## src/rtl/i4002.sv

```systemverilog
// ============================================================================
//  Module      : i4002
//  Description : MCS-4 data RAM responder. It follows the 8-phase cycle from
//                sync, latches SRC addresses and services the RAM I/O group.
//                Optional status storage is enabled by I4002_STATUS_EN.
//  Revision    : 1.0 - initial release
// ============================================================================
`default_nettype none

module i4002 #(
  parameter logic [1:0] CHIP_ID = 2'd0
) (
  input  logic       clk,
  input  logic       rst,
  input  logic       sync,
  input  logic       cm_ram,
  input  logic [3:0] dbus_in,
  output logic [3:0] dbus_out,
  output logic       dbus_oe,
  output logic [3:0] out_port
);

  localparam logic [2:0] c_PH_A1 = 3'd0;
  localparam logic [2:0] c_PH_A2 = 3'd1;
  localparam logic [2:0] c_PH_A3 = 3'd2;
  localparam logic [2:0] c_PH_M1 = 3'd3;
  localparam logic [2:0] c_PH_M2 = 3'd4;
  localparam logic [2:0] c_PH_X1 = 3'd5;
  localparam logic [2:0] c_PH_X2 = 3'd6;
  localparam logic [2:0] c_PH_X3 = 3'd7;

  localparam logic [3:0] c_OP_WRM = 4'h0;
  localparam logic [3:0] c_OP_WMP = 4'h1;
  localparam logic [3:0] c_OP_SBM = 4'h8;
  localparam logic [3:0] c_OP_RDM = 4'h9;
  localparam logic [3:0] c_OP_ADM = 4'hB;

  logic [2:0] r_phase;
  logic [2:0] w_phase_nxt;

  logic       r_src_hi;
  logic       r_src_valid;
  logic [1:0] r_src_chip;
  logic [1:0] r_src_reg;
  logic [3:0] r_src_char;
  logic       r_io_pend;
  logic [3:0] r_opa;
  logic [3:0] r_out_port;

  logic [3:0] r_main [0:63];

  logic       w_selected;
  logic       w_exec;
  logic       w_wr_main;
  logic [5:0] w_main_addr;
  logic [3:0] w_status_rd;

  assign w_selected  = r_src_valid && (r_src_chip == CHIP_ID);
  assign w_exec      = (r_phase == c_PH_X2) && r_io_pend;
  assign w_wr_main   = w_exec && !rst && (r_opa == c_OP_WRM);
  assign w_main_addr = {r_src_reg, r_src_char};
  assign out_port    = r_out_port;

  // Phase tracker: state register
  always_ff @(posedge clk) begin
    if (rst) r_phase <= c_PH_X3;
    else     r_phase <= w_phase_nxt;
  end

  // Phase tracker: next state, parks in X3 until sync arrives
  always_comb begin
    w_phase_nxt = r_phase;
    if (sync)                    w_phase_nxt = c_PH_A1;
    else if (r_phase != c_PH_X3) w_phase_nxt = r_phase + 3'd1;
  end

  // Read drive is combinational so data is valid for the whole X2 phase
  always_comb begin
    dbus_oe  = 1'b0;
    dbus_out = 4'h0;
    if (w_exec) begin
      if (r_opa == c_OP_SBM || r_opa == c_OP_RDM || r_opa == c_OP_ADM) begin
        dbus_oe  = 1'b1;
        dbus_out = r_main[w_main_addr];
      end else if (r_opa[3:2] == 2'b11) begin
        dbus_oe  = 1'b1;
        dbus_out = w_status_rd;
      end
    end
  end

  // SRC address capture: high char in X2, low char in the following X3
  always_ff @(posedge clk) begin
    if (rst) begin
      r_src_hi    <= 1'b0;
      r_src_valid <= 1'b0;
      r_src_chip  <= 2'd0;
      r_src_reg   <= 2'd0;
      r_src_char  <= 4'h0;
    end else begin
      r_src_hi <= (r_phase == c_PH_X2) && cm_ram;
      if ((r_phase == c_PH_X2) && cm_ram) begin
        r_src_chip <= dbus_in[3:2];
        r_src_reg  <= dbus_in[1:0];
      end
      if ((r_phase == c_PH_X3) && r_src_hi) begin
        r_src_char  <= dbus_in;
        r_src_valid <= 1'b1;
      end
    end
  end

  // I/O opcode capture; an early sync abandons the pending operation
  always_ff @(posedge clk) begin
    if (rst) begin
      r_io_pend <= 1'b0;
      r_opa     <= 4'h0;
    end else if ((sync && r_phase != c_PH_X3) || r_phase == c_PH_X3) begin
      r_io_pend <= 1'b0;
    end else if ((r_phase == c_PH_M2) && cm_ram && w_selected) begin
      r_io_pend <= 1'b1;
      r_opa     <= dbus_in;
    end
  end

  always_ff @(posedge clk) begin
    if (rst)                              r_out_port <= 4'h0;
    else if (w_exec && r_opa == c_OP_WMP) r_out_port <= dbus_in;
  end

  // Main memory carries no reset; contents are undefined until written
  always_ff @(posedge clk) begin
    if (w_wr_main) r_main[w_main_addr] <= dbus_in;
  end

`ifdef I4002_STATUS_EN
  logic [3:0] r_status [0:15];
  logic       w_wr_status;

  assign w_wr_status = w_exec && !rst && (r_opa[3:2] == 2'b01);
  assign w_status_rd = r_status[{r_src_reg, r_opa[1:0]}];

  always_ff @(posedge clk) begin
    if (w_wr_status) r_status[{r_src_reg, r_opa[1:0]}] <= dbus_in;
  end
`else
  // Without status storage RD0-RD3 still answer, with a zero character
  assign w_status_rd = 4'h0;
`endif

endmodule

`default_nettype wire

```

## config.mk

```make
export PLATFORM = sky130hd
export DESIGN_NAME = i4002
export DESIGN_NICKNAME = d
export VERILOG_FILES = /design/src/rtl/i4002.sv
export SDC_FILE = /design/constraint.sdc
export NUM_CORES = 1
export LEC_CHECK = 0
export CAP_MARGIN = 20
export CORE_ASPECT_RATIO = 0.6
export CORE_MARGIN = 2
export CORE_UTILIZATION = 54
export DETAILED_ROUTE_END_ITERATION = 8
export PLACE_DENSITY_LB_ADDON = 0.3
export RECOVER_POWER = 25
export SYNTH_ARGS = -nofsm -noshare
export SYNTH_HDL_FRONTEND = slang
export SYNTH_SLANG_ARGS = --single-unit
```

## constraint.sdc

```tcl
create_clock -name clk -period 2.5 [get_ports clk]
set_clock_uncertainty 0.05 [all_clocks]
set_input_delay 0.25 -clock clk [delete_from_list [all_inputs] [get_ports clk]]
set_output_delay 0.25 -clock clk [all_outputs]
set_load 0.01 [all_outputs]
```

* After elaboration in Yosys (flattened, before gate mapping)
Memories as Yosys holds them, arrays and structs flattened. Cells that the tools add are included.
Word-level totals: bits in writable memories 256, flip-flop bits (word level) 22, memories kept 1
Operators by class: equality and inequality tests 9, reductions and logical operators 19, bitwise operators 1, multiplexer cells 9, add/sub/neg operators 1
Memories:
- r_main | depth 64, width 4, read ports 1, clocked after memory_dff 0, write ports 1, line 50 | logic [3:0] r_main [0:63];
Operators with widths (number):
- equality test 4 bit, second input constant | 3
- logical AND 1 bit | 10
- equality test 3 bit, second input constant | 3
- two-way mux 4 bit | 2
- two-way mux 3 bit | 2
- two-way mux 1 bit | 5
- equality test 4 x 1 -> 1 bit, second input constant | 1
- zero test 4 bit | 1
- adder 3 x 1 -> 3 bit, second input constant | 1
- logical OR 1 bit | 3
- != test 3 bit, second input constant | 1
- equality test 2 bit, second input constant | 1
- zero test 2 bit | 1
- AND reduction 2 bit | 1
- nonzero test 2 bit | 1
- OR reduction 2 bit | 1
- zero test 1 bit | 1
- inverter 1 bit | 1

* Longest topological paths before layout
Gate-level depths: netlist (run 1).
depth after elaboration 6, gate-level depth with buffers 9, gate-level depth less buffers 7

* Worst setup path before layout (run 1)
Ideal clock, no wire load.
kind register to register, start point reg r_phase[0], end point mem r_main[13][0], enable pin, stages on the path, launching flop included 8, arrival time 1.847 ns, path slack 0.274 ns, setup time 0.330 ns, data required time 2.120 ns, period minus slack after synthesis 2.226 ns, path through dfxtp_1 -> inv_1 -> ha_1 -> nand3_1 -> or4_1 -> nor4_4 -> nand3_1 -> nor2_1
On the way: word-level cells in the longest chain between the ends 6
RTL lines:
- start: declaration | line 38 | logic [2:0] r_phase;
- start signal: assignment | line 66 | if (rst) r_phase <= c_PH_X3;
- start signal: assignment | line 67 | else r_phase <= w_phase_nxt;
- equality test 3 bit | line 59 | assign w_exec = (r_phase == c_PH_X2) && r_io_pend;
- logical AND 1 bit | line 59
- logical AND 1 bit (2 in series) | line 60 | assign w_wr_main = w_exec && !rst && (r_opa == c_OP_WRM);
- two-way mux 1 bit | line 133 | if (w_wr_main) r_main[w_main_addr] <= dbus_in;
- two-way mux 1 bit (implied by the code) | line 133
- end: declaration | line 50
Every way passes these cells.

* Worst setup path after layout (run 1)
start point reg r_src_char[0], end point out dbus_out[2]
On the way: word-level cells in the longest chain between the ends 3
RTL lines:
- start: declaration | line 45 | logic [3:0] r_src_char;
- start signal: assignment | line 107 | r_src_char <= dbus_in;
- memory read (64 x 4 bit)
- two-way mux 4 bit | line 82 | if (r_opa == c_OP_SBM || r_opa == c_OP_RDM || r_opa == c_OP_ADM) begin
- two-way mux 4 bit | line 81 | if (w_exec) begin
- end: declaration | line 18 | output logic [3:0] dbus_out,
Every way passes these cells.

==> reports/results.txt, run 1 <==
status -> complete, but fails checks
failing checks -> max-capacitance violations, max-slew violations, negative setup slack
synth unique cells -> 45
Setup crit end kind -> output pin
drt drc -> 0
Post-Synth XOR/XNOR Area -> 0.000779
Worst Setup Slack post-DPL -> -0.391 ns
Nets -> 794
final worst path period share -> 1.16
post-synth net total -> 684
Max transition margin -> -0.0383
HP Start -> dbus_in[2]
first-pass iteration count of the detailed router -> 7
Die W -> 190 µm
sequential element share of the synthesized area -> 0.723
CP Class -> register to output pin
Worst Path Required -> 2.20 ns
input/output buffers -> 16
ys flop type -> edfxtp_1
final worst setup slack -> -0.409 ns
ANT cells -> 0
Leak Pwr -> 4.41 nW
ANT nets after route -> 0
GR Overflow Total -> 0
initial antenna violation count -> 0
Worst-Skew Late Latency -> 0.52 ns
Final Max Tran Viols -> 99
most used cell, CP -> buf_4
crit path time final -> 2.91 ns
number of synthesized register bits -> 278
EDFF count, synth -> 256
Fmax achieved -> 344 MHz
share of cells above drive strength 1 -> 0.322
mux cell area share after synthesis -> 0.121
max reg flops -> 256
final RePlAce weighted congestion -> 0.891
Routed WL -> 27,100 µm
global-route wire length before repair -> 40,600 µm
Hold Path Stages -> 1
Syn. warnings -> 0
largest net degree at the start of global routing -> 69
Worst VDD drop -> 0.572 mV
root buffer cell -> clkbuf_16
RR Startpoint -> r_phase[0]
Crit Path Max Fanout -> 6
vias per cell -> 6.17
slowest stage delay, CP -> 0.42 ns
hpwl dp -> 17,100 µm
Via Count -> 6,608
post-synthesis cell count -> 672
area grow syn2layout -> 20.6%
simple-gate share of the synthesized area -> 0.0552
critical path launch point -> r_src_char[0]
core area -> 20,200 µm²
multi-input logic area -> 3120 µm²
Compound-Gate Fraction of Synth Area -> 0.0711
CTS tree -> built
adder-cell share of the synthesized area -> 0.00445
Hold Crit Endpoint -> r_main[28][2]
total power -> 8.84 mW
syn avg cell area -> 16.7 µm²
CTS Sinks -> 278
Startpoint Class -> register
# fillers -> 1,338
die area -> 22,000 µm²
Largest Register -> r_main
Initial Utilization -> 0.556
Final Setup Violations -> 4
Pwr per Cell Area -> 652 nW/µm²
commonest cells after routing, fill and taps aside -> 256 x edfxtp_1, 87 x buf_4, 67 x nor2_1
CTS hold repair buffers -> 0
leading cell type in the layout, fill and taps excluded -> edfxtp_1
design area -> 13,600 µm²
Reg2Reg Depth -> 8
Ports -> 17
Reg clk slew, reported paths -> 0.07 ns
arrival time worst endpoint -> 2.61 ns
Worst R2R Setup Slack -> 0.09 ns
number of DRC markers in iteration 0 -> 993
Worst path slowest cell -> dfxtp_4
Area after DPL -> 12,400 µm²
min-delay worst type -> input port to register
Die Y -> 116 µm
RSZ-0062 raised after global routing -> yes
# rows -> 40
Hold Vio Cnt, Final -> 0
routed len/inst -> 25.3 µm
end of the worst register-to-register path -> r_main[5][3]
Num CTS Buffers -> 24
combinational family with the most area after synthesis -> multiplexers
worst slew pin tran -> 1.56 ns
Post-synth ARST share -> 0
register area -> 8140 µm²
Clock Tree Buf Depth -> 3
Syn Std Cell Area -> 11,200 µm²
vias in the first global route -> 6,605
global router's overall resource usage -> 0.253
H-tree depth -> 1
Max Cap Viol -> 2
Cell Chain, Critical Path -> buf_4 -> buf_6 -> buf_4 -> mux2_2 -> a32oi_1 -> o211a_1 -> o22a_1 -> a41oi_2 -> buf_2
## synthesized netlist by cell type, types with 3 or more instances
cell type / n / share of area
mux4_2: 32 / 0.064
a32oi_1: 12 / 0.0094
ha_1: 4 / 0.0045
buf_1: 3 / 0.0010
nor2_1: 87 / 0.029
buf_2: 15 / 0.0067
a21boi_0: 4 / 0.0027
nand2_1: 15 / 0.0050
buf_6: 3 / 0.0030
edfxtp_1: 256 / 0.68
nand3b_1: 3 / 0.0020
dfxtp_1: 22 / 0.039
o22ai_1: 8 / 0.0045
buf_4: 10 / 0.0067
a41oi_1: 4 / 0.0031
a22o_1: 7 / 0.0055
nand3_1: 12 / 0.0053
mux2i_1: 45 / 0.040
a21oi_1: 15 / 0.0067
a22oi_1: 12 / 0.0080
o21bai_1: 6 / 0.0040
a211oi_1: 12 / 0.0080
a211o_1: 4 / 0.0031
o21ai_0: 10 / 0.0045
inv_1: 6 / 0.0020
nor2b_1: 4 / 0.0022
a32o_1: 4 / 0.0036
a21o_1: 3 / 0.0020
clkbuf_1: 14 / 0.0047
mux2_2: 17 / 0.017
## worst max path at each step
stage | to | slack [ns] | cells after the start
4_1_cts | dbus_out[3] | -0.42 | 9
6_report | dbus_out[2] | -0.41 | 9
2_1_floorplan | r_main[13][0] | 0.27 | 7
3_5_place_dp | dbus_out[1] | -0.39 | 8
5_1_grt | dbus_out[2] | -0.47 | 9
3_3_place_gp | dbus_out[1] | -0.36 | 8
## layout make-up
class,count,share of cell area
Tap cell,273,0.0252
Clock buffer,30,0.0475
Inverter,6,0.00166
Sequential cell,278,0.600
Clock inverter,12,0.00582
Multi-Input combinational cell,343,0.230
Timing Repair Buffer,129,0.0890
## report_power, final
group	leakage (nW)	switching (mW)	total, mW	internal, mW
clock network	0.351	1.56	3.48	1.92
registers	2.48	0.0144	5.10	5.08
logic	1.58	0.174	0.263	0.0896
## worst max-delay path: cells and delay by family (launching register included)
family	cells	cell delay, ns
flip-flops	1	0.42
buffers and inverters	4	0.55
AO/OA/AOI/OAI	4	0.77
multiplexers	1	0.34
## layer usage
| layer | wire length [µm] | GRT usage | part of all wire |
|---|---|---|---|
| met5 | 0 | 0 | 0 |
| met3 | 2920 | 0.0597 | 0.11 |
| met4 | 625 | 0.0729 | 0.023 |
| met2 | 11900 | 0.378 | 0.44 |
| met1 | 11600 | 0.378 | 0.43 |
## cell families after synthesis
group                      after synthesis
xor gates and xnor gates                 1
AOI/OAI and AO/OA                      109
adders and majority gates                4
and+or+nand+nor                        135
DFF                                    278
muxes                                   94
buffers and inverters                   51
## timing repair
item                                    in CTS  in global routing
endpoints found under the setup margin     120                193
resized for setup                           89                  6
cloned                                       2                  0
pin swaps                                   16                  9
buffers inserted                             6                  1
## stage by stage
step / setup TNS (ns) / hold WS [ns] / util / std cells
after floorplan: 0 / 0.278 / - / 672
after global placement: -2.40 / 0.397 / 0.614 / 1021
after detailed placement: -5.11 / 0.422 / 0.614 / 1021
after CTS: -2.31 / 0.200 / 0.670 / 1070
after global routing: -1.83 / 0.271 / 0.670 / 1071
final: -1.57 / 0.263 / 0.670 / 1071
No activity file was read; power rests on OpenSTA's default activity.
==> run 2: changes to the inputs <==
--- a/config.mk
+++ b/config.mk
@@ -9,6 +9,7 @@
 export CORE_ASPECT_RATIO = 0.6
 export CORE_MARGIN = 2
 export CORE_UTILIZATION = 54
+export CTS_CLUSTER_SIZE = 20
 export DETAILED_ROUTE_END_ITERATION = 8
 export PLACE_DENSITY_LB_ADDON = 0.3
 export RECOVER_POWER = 25
==> run 2 against run 1 <==
Effect of this change: via count increased by 0.68%; cell count increased by 0.65%; flip-flop and latch count unchanged; clock-buffer cell count decreased by 2; first-iteration DRC count decreased by 2.8%; die area unchanged; the flow finishes with violations (max-capacitance violations, negative setup slack); power about the same; cell area increased by 0.54%; critical endpoint is now dbus_out[1]; register-to-register slack improved by 0.02 ns.
==> reports/results.txt, run 2 (synthesis results as in run 1) <==
initial antenna violation count -> 0 (unchanged)
Initial Utilization -> 0.556 (unchanged)
routed len/inst -> 25.1 µm (-0.63%)
global router's overall resource usage -> 0.252 (-0.00143)
Flop pwr share -> 0.577 (about the same)
H-tree depth -> 1 (unchanged)
# rows -> 40 (unchanged)
Worst-Skew Late Latency -> 0.52 ns (about the same)
power share of the clock group -> 0.393 (about the same)
Clock Tree Buf Depth -> 3 (unchanged)
Worst R2R Setup Slack -> 0.11 ns (+0.02 ns)
design area -> 13,600 µm² (+0.54%)
Pwr per Cell Area -> 648 nW/µm² (-0.54%)
global-route wire length before repair -> 40,400 µm (-0.44%)
max reg flops -> 256 (unchanged)
Int Pwr -> 7.08 mW (-0.13%)
combinational share of power -> 0.030 (about the same)
Nets -> 802 (+1.0%)
Final Setup Violations -> 4 (unchanged)
final worst setup slack -> -0.437 ns (-0.0282 ns)
Max Cap Viol -> 2 (unchanged)
Final Max Tran Viols -> 0 (-100%)
status -> complete, but fails checks
setup TNS -> -1.68 ns (-0.109 ns)
Reg2Reg Depth -> 8 (unchanged)
drt drc -> 0 (unchanged)
input/output buffers -> 16 (unchanged)
crit path time final -> 2.94 ns (+0.0282 ns)
Critical path destination -> dbus_out[1]
Die W -> 190 µm (unchanged)
area grow syn2layout -> 21.2%
Largest Register -> r_main
Reg clk slew, reported paths -> 0.07 ns (about the same)
CTS tree -> built
CTS Sinks -> 278 (unchanged)
failing checks -> max-capacitance violations, negative setup slack
Ports -> 17 (unchanged)
share of cells above drive strength 1 -> 0.330 (+0.00838)
final worst path period share -> 1.17 (+0.0113)
Die Y -> 116 µm (unchanged)
vias in the first global route -> 6,579 (-0.39%)
met3 Use GR -> 0.0624 (+0.00273)
RSZ-0062 raised after global routing -> yes
root buffer cell -> clkbuf_16
number of DRC markers in iteration 0 -> 965 (-2.8%)
RR Startpoint -> r_phase[0]
largest net degree at the start of global routing -> 69 (unchanged)
end of the worst register-to-register path -> r_main[5][3]
critical path launch point -> r_src_char[0]
die area -> 22,000 µm² (unchanged)
register area -> 8140 µm² (unchanged)
Hold Vio Cnt, Final -> 0 (unchanged)
met1 Use GR -> 0.375 (-0.00224)
Max transition margin -> 0.00299 (+0.0413)
Worst VDD drop -> 0.471 mV (-18%)
Routed WL -> 27,100 µm (about the same)
final RePlAce weighted congestion -> 0.891 (unchanged)
Area after DPL -> 12,400 µm² (unchanged)
Worst Path Required -> 2.20 ns (about the same)
Crit Path Max Fanout -> 6 (unchanged)
met2 usage -> 0.379 (+0.000487)
first-pass iteration count of the detailed router -> 5 (-2)
worst slew pin tran -> 1.50 ns (-0.0620 ns)
arrival time worst endpoint -> 2.64 ns (+0.03 ns)
core area -> 20,200 µm² (unchanged)
ANT cells -> 0 (unchanged)
Leak Pwr -> 4.47 nW (+1.4%)
Num CTS Buffers -> 24 (unchanged)
GR peak layer -> met2
ANT nets after route -> 0 (unchanged)
GR Overflow Total -> 0 (unchanged)
Fmax achieved -> 340 MHz (-0.96%)
vias per cell -> 6.17 (about the same)
switch share -> 0.198 (+0.000995)
Startpoint Class -> register
CP Class -> register to output pin
multi-input logic area -> 3110 µm² (-0.44%)
hpwl dp -> 17,100 µm (unchanged)
CTS hold repair buffers -> 0 (unchanged)
Net Switching -> 1.75 mW (+0.50%)
commonest cells after routing, fill and taps aside -> 256 x edfxtp_1, 91 x buf_4, 67 x nor2_1
leading cell type in the layout, fill and taps excluded -> edfxtp_1
# fillers -> 1,331 (-0.52%)
Via Count -> 6,653 (+0.68%)
Setup crit end kind -> output pin
min-delay worst type -> input port to register
[run 2: changes by cell type in the layout (fill, tap and decap cells not counted), sizes merged]
cell,previous run,this run
clkinv,10,11
buf,118,125
clkinvlp,1,2
inv,6,5
clkbuf,33,32
[run 2: what timing repair did]
item / in CTS / in global routing
gates resized for setup: 86 / 12
buffers inserted: 8 / 6
endpoints found under the setup margin: 127 / 194
pin swaps: 15 / 13
gates cloned: 2 / 1
[run 2: worst min-delay path by stage]
stage | start | end | cells after the start
global placement | r_src_valid | r_src_valid | 2
floorplan | sync | r_io_pend | 1
finish | dbus_in[2] | r_main[49][2] | 1
global route | dbus_in[2] | r_main[22][2] | 1
CTS | dbus_in[0] | r_main[55][0] | 2
detailed placement | r_src_valid | r_src_valid | 2
[run 2: final cells by class]
| class | count | area share |
|---|---|---|
| flip-flops and latches | 278 | 0.597 |
| multi-input cells | 343 | 0.228 |
| repair buffers | 137 | 0.0949 |
| clock buffers | 28 | 0.0467 |
| well taps | 273 | 0.0251 |
| clock inverters | 13 | 0.00606 |
| inverters | 6 | 0.00193 |
[run 2: critical path, cell delays in order, from the launching register on]
cell and delay, ns:
dfxtp_4 0.43, buf_8 0.15, buf_12 0.13, clkinvlp_4 0.12
buf_4 0.17, a32o_2 0.26, a211oi_4 0.32, a2bb2oi_2 0.19
a41oi_2 0.15, buf_2 0.18
[run 2: power by group through the flow]
stage                     Clock [mW]  Combinational [mW]  Sequential (mW)
after global placement             0               0.230             5.19
after global routing            3.67               0.283             5.09
after detailed placement           0               0.244             5.19
after floorplan                    0              0.0987             5.19
final                           3.48               0.264             5.10
after CTS                       3.51               0.262             5.09
[run 2: metrics by stage]
step	cells	setup WS, ns	utilization	power (mW)	hold WS, ns
finish	1078	-0.437	0.674	8.84	0.250
global route	1078	-0.500	0.674	9.05	0.270
CTS	1072	-0.398	0.670	8.86	0.201
detailed placement	1021	-0.391	0.614	5.43	0.422
global placement	1021	-0.359	0.614	5.42	0.397
floorplan	672	0.274	-	5.29	0.278
[run 2: layer usage]
metal,part of all wire,up-vias,wire length (µm)
met5,0,-,0
met4,0.021,0,565
met3,0.10,47,2700
met2,0.45,349,12100
met1,0.43,3364,11800
li1,-,2893,-
==> run 3: changes to the inputs <==
--- a/config.mk
+++ b/config.mk
@@ -11,6 +11,7 @@
 export CORE_UTILIZATION = 54
 export CTS_CLUSTER_SIZE = 20
 export DETAILED_ROUTE_END_ITERATION = 8
+export GPL_TIMING_DRIVEN = 0
 export PLACE_DENSITY_LB_ADDON = 0.3
 export RECOVER_POWER = 25
 export SYNTH_ARGS = -nofsm -noshare
==> run 3 against run 2 <==
Effect of this change: the flow finishes with violations (negative setup slack); largest power group unchanged; core utilization is 1.6 points higher; wire length increased by 13%; sequential power hardly changed; critical path depth unchanged; global-route usage is 2.3 points higher; cell area is 2.3% higher; power grew 3.5%; fmax fell by 3.6%; die area stayed put; largest cell class unchanged; register-to-register slack got worse by 0.29 ns; clock-buffer cell count up 6.
==> reports/results.txt, run 3 (synthesis results as in run 1) <==
status -> complete, but fails checks
failing checks -> negative setup slack
Fmax achieved -> 328 MHz (-3.6%)
Ports -> 17 (unchanged)
share of cells above drive strength 1 -> 0.373 (+0.0422)
ANT nets after route -> 0 (unchanged)
met3 Use GR -> 0.108 (+0.0457)
setup TNS -> -18.49 ns (-16.82 ns)
Leak Pwr -> 4.42 nW (-1.2%)
GR Overflow Total -> 0 (unchanged)
Final Setup Violations -> 188 (+184)
min-delay worst type -> input port to register
Int Pwr -> 7.34 mW (+3.6%)
first-pass iteration count of the detailed router -> 6 (+1)
arrival time worst endpoint -> 2.75 ns (+0.11 ns)
Net Switching -> 1.81 mW (+3.0%)
largest net degree at the start of global routing -> 56 (-19%)
Worst Path Required -> 2.20 ns (about the same)
Startpoint Class -> register
GR peak layer -> met2
drt drc -> 0 (unchanged)
Num CTS Buffers -> 24 (unchanged)
Crit Path Max Fanout -> 7 (+1)
max reg flops -> 256 (unchanged)
critical path launch point -> r_src_char[0]
Die W -> 190 µm (unchanged)
Initial Utilization -> 0.556 (unchanged)
CP bufs+invs -> 4 (-1)
root buffer cell -> clkbuf_16
Routed WL -> 30,700 µm (+13%)
CTS tree -> built
most used cell, CP -> buf_12
dpl cells -> 965 (-5.5%)
Hold Vio Cnt, Final -> 0 (unchanged)
global-route wire length before repair -> 43,200 µm (+6.9%)
CTS hold repair buffers -> 0 (unchanged)
Nets -> 784 (-2.2%)
leading cell type in the layout, fill and taps excluded -> edfxtp_1
RSZ-0062 raised after global routing -> yes
initial antenna violation count -> 0 (unchanged)
H-tree depth -> 1 (unchanged)
Worst-Skew Late Latency -> 0.52 ns (about the same)
routed len/inst -> 28.9 µm (+15%)
vias in the first global route -> 6,819 (+3.6%)
Via Count -> 7,088 (+6.5%)
Worst VDD drop -> 0.636 mV (+35%)
Max Cap Viol -> 0 (-2)
switch share -> 0.198 (-0.000894)
CTS Sinks -> 278 (unchanged)
global router's overall resource usage -> 0.274 (+0.0228)
met2 usage -> 0.398 (+0.0190)
combinational share of power -> 0.035 (+0.005)
Top delay family on crit path -> multiplexers
number of DRC markers in iteration 0 -> 1,116 (+16%)
die area -> 22,000 µm² (unchanged)
final worst setup slack -> -0.546 ns (-0.109 ns)
Flop pwr share -> 0.557 (-0.020)
Max transition margin -> 0.0606 (+0.0576)
end of the worst register-to-register path -> r_main[55][2]
final worst path period share -> 1.22 (+0.0434)
area grow syn2layout -> 24.0%
Cell Chain, Critical Path -> buf_8 -> buf_12 -> buf_12 -> mux4_2 -> mux2i_4 -> o22ai_1 -> nor2_1 -> a41oi_2 -> buf_2
worst slew pin tran -> 1.41 ns (-0.0864 ns)
Reg2Reg Depth -> 11 (+3)
hpwl dp -> 18,100 µm (+5.4%)
Largest Register -> r_main
vias per cell -> 6.67 (+8.1%)
Final Max Tran Viols -> 0 (unchanged)
input/output buffers -> 16 (unchanged)
RR Startpoint -> r_phase[0]
Setup crit end kind -> output pin
met1 Use GR -> 0.395 (+0.0191)
Clock Tree Buf Depth -> 3 (unchanged)
Reg clk slew, reported paths -> 0.07 ns (about the same)
WP depth -> 9 (unchanged)
Die Y -> 116 µm (unchanged)
final RePlAce weighted congestion -> 0.931 (+4.6%)
CP Class -> register to output pin
final cell count without fillers -> 1,062 (-1.5%)
crit path time final -> 3.05 ns (+0.109 ns)
slowest stage delay, CP -> 0.57 ns (+0.14 ns)
Worst path slowest cell -> mux4_2
Pwr per Cell Area -> 656 nW/µm² (+1.2%)
# rows -> 40 (unchanged)
power share of the clock group -> 0.408 (+0.015)
Critical path destination -> dbus_out[2]
core area -> 20,200 µm² (unchanged)
ANT cells -> 0 (unchanged)
commonest cells after routing, fill and taps aside -> 256 x edfxtp_1, 41 x nor2_4, 38 x buf_4, 38 x mux2i_1, 32 x mux4_2
Worst R2R Setup Slack -> -0.18 ns (-0.29 ns)
## run 3: cell count changes in the layout (fill, tap and decap cells not counted), sizes merged
cell / change
buf: -33
clkbuf: +21
clkinv: -5
bufinv: +2
inv: -1
## run 3: routing by layer
| metal | vias up | wire length, µm | part of all wire |
|---|---|---|---|
| met2 | 537 | 13300 | 0.43 |
| met3 | 90 | 4200 | 0.14 |
| met1 | 3584 | 12400 | 0.40 |
| met5 | - | 0 | 0 |
| li1 | 2877 | - | - |
| met4 | 0 | 829 | 0.027 |
## run 3: stage by stage
step	power [mW]	hold WS (ns)	cell area, µm²	utilization	setup WS (ns)
finish	9.15	0.236	13900	0.690	-0.546
global route	9.33	0.251	13900	0.690	-0.591
CTS	9.10	0.0860	13500	0.670	-0.443
detailed placement	5.42	0.416	11800	0.584	-0.665
global placement	5.41	0.397	11700	0.581	-0.600
floorplan	5.29	0.278	11200	-	0.274
## run 3: worst register-to-register path: cells and delay by family, from the launching register on
| kind | cells | cell delay, ns |
|---|---|---|
| adder cells (fa/ha/maj) | 1 | 0.16 |
| flip-flops | 1 | 0.33 |
| AND/OR/NAND/NOR | 5 | 1.14 |
| buffers and inverters | 5 | 0.69 |
## run 3: worst min-delay path by stage
| stage | cells after the start | startpoint | slack [ns] | endpoint |
|---|---|---|---|---|
| final | 1 | dbus_in[2] | 0.24 | r_main[13][2] |
| after global routing | 1 | dbus_in[2] | 0.25 | r_main[23][2] |
| after CTS | 1 | dbus_in[2] | 0.09 | r_main[23][2] |
| after detailed placement | 2 | r_src_valid | 0.42 | r_src_valid |
| after global placement | 2 | r_src_valid | 0.40 | r_src_valid |
| after floorplan | 1 | sync | 0.28 | r_io_pend |
## run 3: power groups by stage
stage / logic, mW / registers (mW) / clock network (mW)
6_report: 0.322 / 5.09 / 3.73
2_1_floorplan: 0.0987 / 5.19 / 0
3_5_place_dp: 0.229 / 5.19 / 0
5_1_grt: 0.335 / 5.09 / 3.91
3_3_place_gp: 0.207 / 5.20 / 0
4_1_cts: 0.289 / 5.09 / 3.72
## run 3: cell type report
cell class              count  area [µm²]
multi-input cells         343        3500
plain buffers              45         417
well taps                 273         342
repair buffers             74         746
clock buffers              34         659
inverters                   6        30.0
fillers                  1236        6280
clock inverters             9         116
flip-flops and latches    278        8140
## run 3: timing repair
item	4_1_cts	5_1_grt
setup buffers	36	18
gates resized for setup	201	68
pin swaps	24	22
endpoints found under the hold margin	0	0
setup endpoints to repair	260	264
gates cloned	1	0
